File: config.mk
export PLATFORM = sky130hd
export DESIGN_NAME = branch_redirect_ctrl
export DESIGN_NICKNAME = d
export VERILOG_FILES = /design/src/rtl/branch_redirect_ctrl.sv
export SDC_FILE = /design/constraint.sdc
export NUM_CORES = 1
export LEC_CHECK = 0
export CORE_MARGIN = 2
export CORE_UTILIZATION = 42
export DETAILED_ROUTE_END_ITERATION = 12
export PLACE_DENSITY = 0.9
export SYNTH_ARGS = -nofsm -noshare
export SYNTH_HDL_FRONTEND = slang
export SYNTH_SLANG_ARGS = --single-unit
File: constraint.sdc
create_clock -name clk -period 2.4 [get_ports clk]
set_input_delay 0.24 -clock clk [delete_from_list [all_inputs] [get_ports clk]]
set_output_delay 0.24 -clock clk [all_outputs]
set_load 0.05 [all_outputs]
File: src/rtl/branch_redirect_ctrl.sv
// Front-end recovery sequencer: detects a mispredict on a branch resolved in ID, issues a
// registered PC redirect with IF/ID and ID/EX flushes, and keeps saturating perf counters.
module branch_redirect_ctrl #(
    parameter int unsigned ADDR_W = 32,
    parameter int unsigned CNT_W  = 16
) (
    input  logic              clk,
    input  logic              rst,
    input  logic              stall_mem,
    input  logic              br_id,
    input  logic              pred_taken_id,
    input  logic              br_taken_id,
    input  logic [ADDR_W-1:0] target_id,
    input  logic [ADDR_W-1:0] fallthru_id,
    input  logic              clr_cnt,
    output logic              redirect,
    output logic [ADDR_W-1:0] redirect_pc,
    output logic              flush_ifid,
    output logic              flush_idex,
    output logic              busy,
    output logic [CNT_W-1:0]  br_cnt,
    output logic [CNT_W-1:0]  miss_cnt
);

    typedef enum logic [1:0] {
        StIdle,
        StRedirect,
        StRefill
    } state_e;

    localparam logic [CNT_W-1:0] CntMax = {CNT_W{1'b1}};

    state_e            state_q, state_d;
    logic [ADDR_W-1:0] redirect_pc_q, redirect_pc_d;
    logic [CNT_W-1:0]  br_cnt_q, br_cnt_d;
    logic [CNT_W-1:0]  miss_cnt_q, miss_cnt_d;

    logic accept;
    logic mispredict;

    // Branches are only resolved in IDLE with the pipeline moving; anything else is
    // wrong-path or a bubble.
    assign accept     = (state_q == StIdle) && br_id && !stall_mem;
    assign mispredict = pred_taken_id ^ br_taken_id;

    always_comb begin
        state_d       = state_q;
        redirect_pc_d = redirect_pc_q;
        unique case (state_q)
            StIdle: begin
                if (accept && mispredict) begin
                    state_d       = StRedirect;
                    redirect_pc_d = br_taken_id ? target_id : fallthru_id;
                end
            end
            StRedirect: begin
                if (!stall_mem) state_d = StRefill;
            end
            StRefill: begin
                if (!stall_mem) state_d = StIdle;
            end
            default: state_d = StIdle;
        endcase
    end

    always_comb begin
        br_cnt_d   = br_cnt_q;
        miss_cnt_d = miss_cnt_q;
        if (clr_cnt) begin
            br_cnt_d   = '0;
            miss_cnt_d = '0;
        end else if (accept) begin
            if (br_cnt_q != CntMax) br_cnt_d = br_cnt_q + 1'b1;
            if (mispredict && (miss_cnt_q != CntMax)) miss_cnt_d = miss_cnt_q + 1'b1;
        end
    end

    always_ff @(posedge clk) begin
        if (rst) begin
            state_q       <= StIdle;
            redirect_pc_q <= '0;
            br_cnt_q      <= '0;
            miss_cnt_q    <= '0;
        end else begin
            state_q       <= state_d;
            redirect_pc_q <= redirect_pc_d;
            br_cnt_q      <= br_cnt_d;
            miss_cnt_q    <= miss_cnt_d;
        end
    end

    // Strobes decode from state only, so no input reaches an output combinationally.
    always_comb begin
        redirect   = (state_q == StRedirect);
        flush_ifid = (state_q == StRedirect);
        flush_idex = (state_q == StRedirect);
        busy       = (state_q != StIdle);
    end

    assign redirect_pc = redirect_pc_q;
    assign br_cnt      = br_cnt_q;
    assign miss_cnt    = miss_cnt_q;

endmodule

# Word-level counts from Yosys, hierarchy flattened
# Index checks and enable logic that the tools add are counted.
[totals]
word_cells = 31
out_inout_bits = 68
inputBits = 71
ff_bits = 66
[op_classes]
eq_ne = 7
addsub = 2
bitwise = 1
reduce_logical = 12
mux = 5
[ops]
columns = ["op", "count"]
rows = [
  ["adder 16 x 1 -> 16 bit, second input constant", 2],
  ["two-way mux 32 bit", 1],
  ["inequality test 16 bit, second input constant", 2],
  ["two-way mux 2 bit", 3],
  ["case mux 2 bit (3 select lines)", 1],
  ["AND reduction 2 bit", 3],
  ["logical AND 1 bit", 4],
  ["inequality test 2 bit, second input constant", 2],
  ["AND reduction 3 bit", 1],
  ["== test 2 x 1 -> 1 bit, second input constant", 1],
  ["== test 2 bit, second input constant", 1],
  ["logical NOT 2 bit", 1],
  ["inequality test 2 x 1 -> 1 bit, second input constant", 1],
  ["nonzero test 2 bit", 1],
  ["OR reduction 2 bit", 1],
  ["logical NOT 1 bit", 1],
  ["bitwise XOR 1 bit", 1],
]

# Longest topological paths before layout
# Gate-level depths: netlist of run 1.
[depth]
ltp_word = 6
mapped_depth = 6
depth_no_buf = 5

# Least setup slack after synthesis of run 1
# No wires, ideal clock.
[synth_path]
path_type = "reg2reg"
start = "register br_cnt_q[4] (netlist: br_cnt[4])"
end = "register br_cnt_q[13] (netlist: br_cnt[13])"
slack_ns = 0.177
setup_time_ns = 0.070
arrival_ns = 2.153
path_buffers = 0
period_less_slack_ns = 2.223
path_stages_with_launch = 5
required_ns = 2.330
path_cell_list = "dfxtp_1 nand4_1 or3_1 or4_1 a21oi_1"
[synth_via]
elab_chain_len = 2
[synth_lines]
columns = ["item", "line_no", "source"]
rows = [
  ["start, declared", "35", "logic [CNT_W-1:0] br_cnt_q, br_cnt_d;"],
  ["start signal, assigned", "87", "br_cnt_q <= br_cnt_d;"],
  ["parallel branches: the longest is 2 deep, another holds adder 16 x 1 -> 16 bit", "-", ""],
]
# Several ways; the timed one is not identified.
# A chain may end at the register's enable or synchronous reset.

# Worst setup path after layout of run 1
[layout_path]
start = "register state_q[0]"
end = "output redirect"
[layout_via]
elab_chain_len = 1
[layout_lines]
columns = ["item", "line_no", "source"]
rows = [
  ["start, declared", "33", "state_e state_q, state_d;"],
  ["start signal, assigned", "80", "state_q <= StIdle;"],
  ["start signal, assigned", "85", "state_q <= state_d;"],
  ["== test 2 x 1 -> 1 bit", "94", "redirect = (state_q == StRedirect);"],
  ["end, declared", "16", "output logic redirect,"],
]
# No other way between the ends.

==> flow_metrics.tcl, run 1 <==
set metrics [dict create \
    dieHeight_um 91.1 \
    routed_wl_um 9380 \
    path_clk_slew_ns 0.07 \
    row_count 31 \
    grt_pass1_vias 3410 \
    drc 0 \
    grt-ovfl-total 0 \
    cap_violations 0 \
    critPathMaxFanout 5 \
    switching_power_mw 0.722 \
    tns_ns 0 \
    grt_max_degree 68 \
    max_slew_margin_pct 63.9 \
    synth_area_leaders "dfxtp_1 42%, mux2i_1 10%, a211oi_1 7.8%, nor2_1 5.0%, a21oi_1 3.9%" \
    rsz0062_at_grt "no" \
    grt_usage_pct 23.0 \
    wl_per_cell_um 15.5 \
    powerDensity_nw_per_um2 507 \
    synth_top_family_by_area "simple AND/OR/NAND/NOR gates" \
    cts_buffers 9 \
    synthTopCellsByCount "66 x dfxtp_1, 42 x nor2_1, 33 x a211oi_1, 33 x mux2i_1, 25 x a21oi_1" \
    synthXorXnorAreaFrac_pct 0.550 \
    swShare_pct 29.1 \
    synth_mux_area_share_pct 10.4 \
    area_growth_pct 53.4 \
    fin_area_um2 4880 \
    max_clock_freq_ghz 0.486 \
    ys_types 41 \
    post_synth.cell_area_avg_um2 8.89 \
    fin_crit_ns 2.06 \
    seq_power_share_pct 46.6 \
    drt_iter0_markers 128 \
    syn_area_um2 3180 \
    leakagePower_nw 1.69 \
    regToRegStartpoint "state_q[1]" \
    rr_worst_depth 4 \
    nFillCells 578 \
    synth_simple_gate_area_share_pct 22.3 \
    root_buffer "clkbuf_8" \
    yosysTopAreaCellShare_pct 41.5 \
    synth-edff-count 0 \
    io_pins 139 \
    synth.most_common_cell "dfxtp_1" \
    crit_type "register to output port" \
    via_per_inst 5.69 \
    finalMaxSlewViolations 0 \
    grt_pass1_wl_um 15800 \
    post-cts-setup-buffers 0 \
    postCtsResizedCells 2 \
    cp-endpoint "redirect" \
    clockPowerShare_pct 33.0 \
    place_inst 587 \
    cts_tree "built" \
    dpl-instance-area_um2 4710 \
    ys.flop_type "dfxtp_1" \
    tightest_slew_ns 0.541 \
    synth_warnings 0 \
    port_buffers 138 \
    htree_num_levels 3 \
    synth_seq_cells 66 \
    hold_class "input pin to register" \
    ir_drop_uv 273 \
    fin_crit_sh_pct 85.7 \
    combPwrFrac_pct 20.4 \
    hold_violations 0 \
    startpoint "state_q[0]" \
    internal-power_mw 1.75 \
    gp_congestion 0.857 \
    worst_setup_path_end_kind "output port" \
    yosys.area.top_type "dfxtp_1" \
    utilization_pct 67.0 \
    setup-violations-final 0 \
    antenna_found_initial 0 \
    reg2reg_to "br_cnt[6]" \
    yosys.area_share.adder_pct 0.786 \
    critPathArrivalTime_ns 1.82 \
    nets 572 \
    cts-hold-fix-buffers 0 \
    synth_nets 431 \
    vias 3434 \
    holdWs_ns 0.476 \
    ys_seq_area_share_pct 41.5 \
    design.die.area_um2 8290 \
    n_antenna_cell 0 \
    cp-start-kind "register" \
    fin_cells 603 \
    syn_inst 358 \
    layout_setup_ws_ns 0.343 \
    ant_nets 0 \
    coreArea_um2 7290 \
    p_total_mw 2.48 \
    reg2reg_slack_ns 0.40 \
    status "finished clean" \
    insertion_delay_ns 0.33 \
    drive_above_1_share_pct 7.34 \
    worstPathRequired_ns 2.16 \
    async_flop_share_pct 0 \
    start_util_pct 43.7 \
    post-place-ws_ns 0.0944 \
    clock_skew_ns 0.00615 \
    synth_compound_area_share_pct 20.8 \
    dr.pass1.iters 6 \
    dp_hpwl_um 6860 \
    die_x_um 91.1 \
    cts_sinks 66 \
    cts_buffer_depth 2 \
]
==> how the worst min path moves through the flow <==
| stage | start | to | slack (ns) | cells after the start |
|---|---|---|---|---|
| floorplan | stall_mem | state_q[0] | 0.38 | 2 |
| global placement | redirect_pc[5] | redirect_pc[5] | 0.49 | 2 |
| detailed placement | redirect_pc[17] | redirect_pc[17] | 0.49 | 2 |
| CTS | br_taken_id | miss_cnt[15] | 0.46 | 5 |
| global route | br_taken_id | miss_cnt[15] | 0.49 | 5 |
| finish | br_taken_id | miss_cnt[15] | 0.48 | 5 |
==> cell families (layout without fill, tap and decap cells) <==
group,count (synthesis),after routing
AOI/OAI and AO/OA,97,97
xor gates and xnor gates,2,2
adders and majority gates,2,2
buffers and inverters,27,173
DFF,66,66
muxes,33,33
and+or+nand+nor,131,131
==> cell type report <==
type / instances / area (µm²) / share of cell area, %
timing repair buffer: 153 / 1500 / 30.7
tap: 99 / 124 / 2.54
multi-input combinational: 265 / 1750 / 35.9
sequential: 66 / 1320 / 27.1
clock buffer: 10 / 138 / 2.82
clock inverter: 6 / 32.5 / 0.666
inverter: 4 / 15.0 / 0.307
==> state kept, by name, indices dropped and copies added (netlist names) <==
register / cells
br_cnt: 16
miss_cnt: 16
redirect_pc: 32
state_q: 2
==> layer usage <==
layer	share of wire, %	track usage [%]	routed length (µm)
met3	8.8	7.63	827
met4	1.7	8.46	157
met5	0	0	0
met2	50	40.7	4730
met1	39	25.4	3660
==> worst max-delay path: stages, from the launching register on <==
cell           delay [ns]
dfxtp_1              0.43
nor2b_1              0.46
dlygate4sd2_1        0.59
==> placed cells by master, fill, tap and decap left out, drive strengths merged, types with 7 or more instances in the layout <==
cell type,n
nand2,13
mux2i,33
o31ai,10
buf,16
nand4,12
a21oi,25
clkdlybuf4s50,134
o21ai,9
clkbuf,10
dfxtp,66
a211oi,33
and4,7
nand3,16
or3,9
nor2,42
or4,12
==> power groups by stage <==
stage	Clock [mW]	Combinational (mW)	Sequential [mW]
after floorplan	0	0.156	1.30
after global placement	0	0.498	1.18
after detailed placement	0	0.508	1.18
after CTS	0.830	0.510	1.15
after global routing	0.890	0.536	1.16
final	0.818	0.505	1.15
No activity file was read; power rests on OpenSTA's default activity.
==> run 2: changes to the inputs <==
Settings changed: GPL_ROUTABILITY_DRIVEN from default to 1.
==> results of run 2 <==
The final DEF is identical to that of run 1; final timing and power are the same.
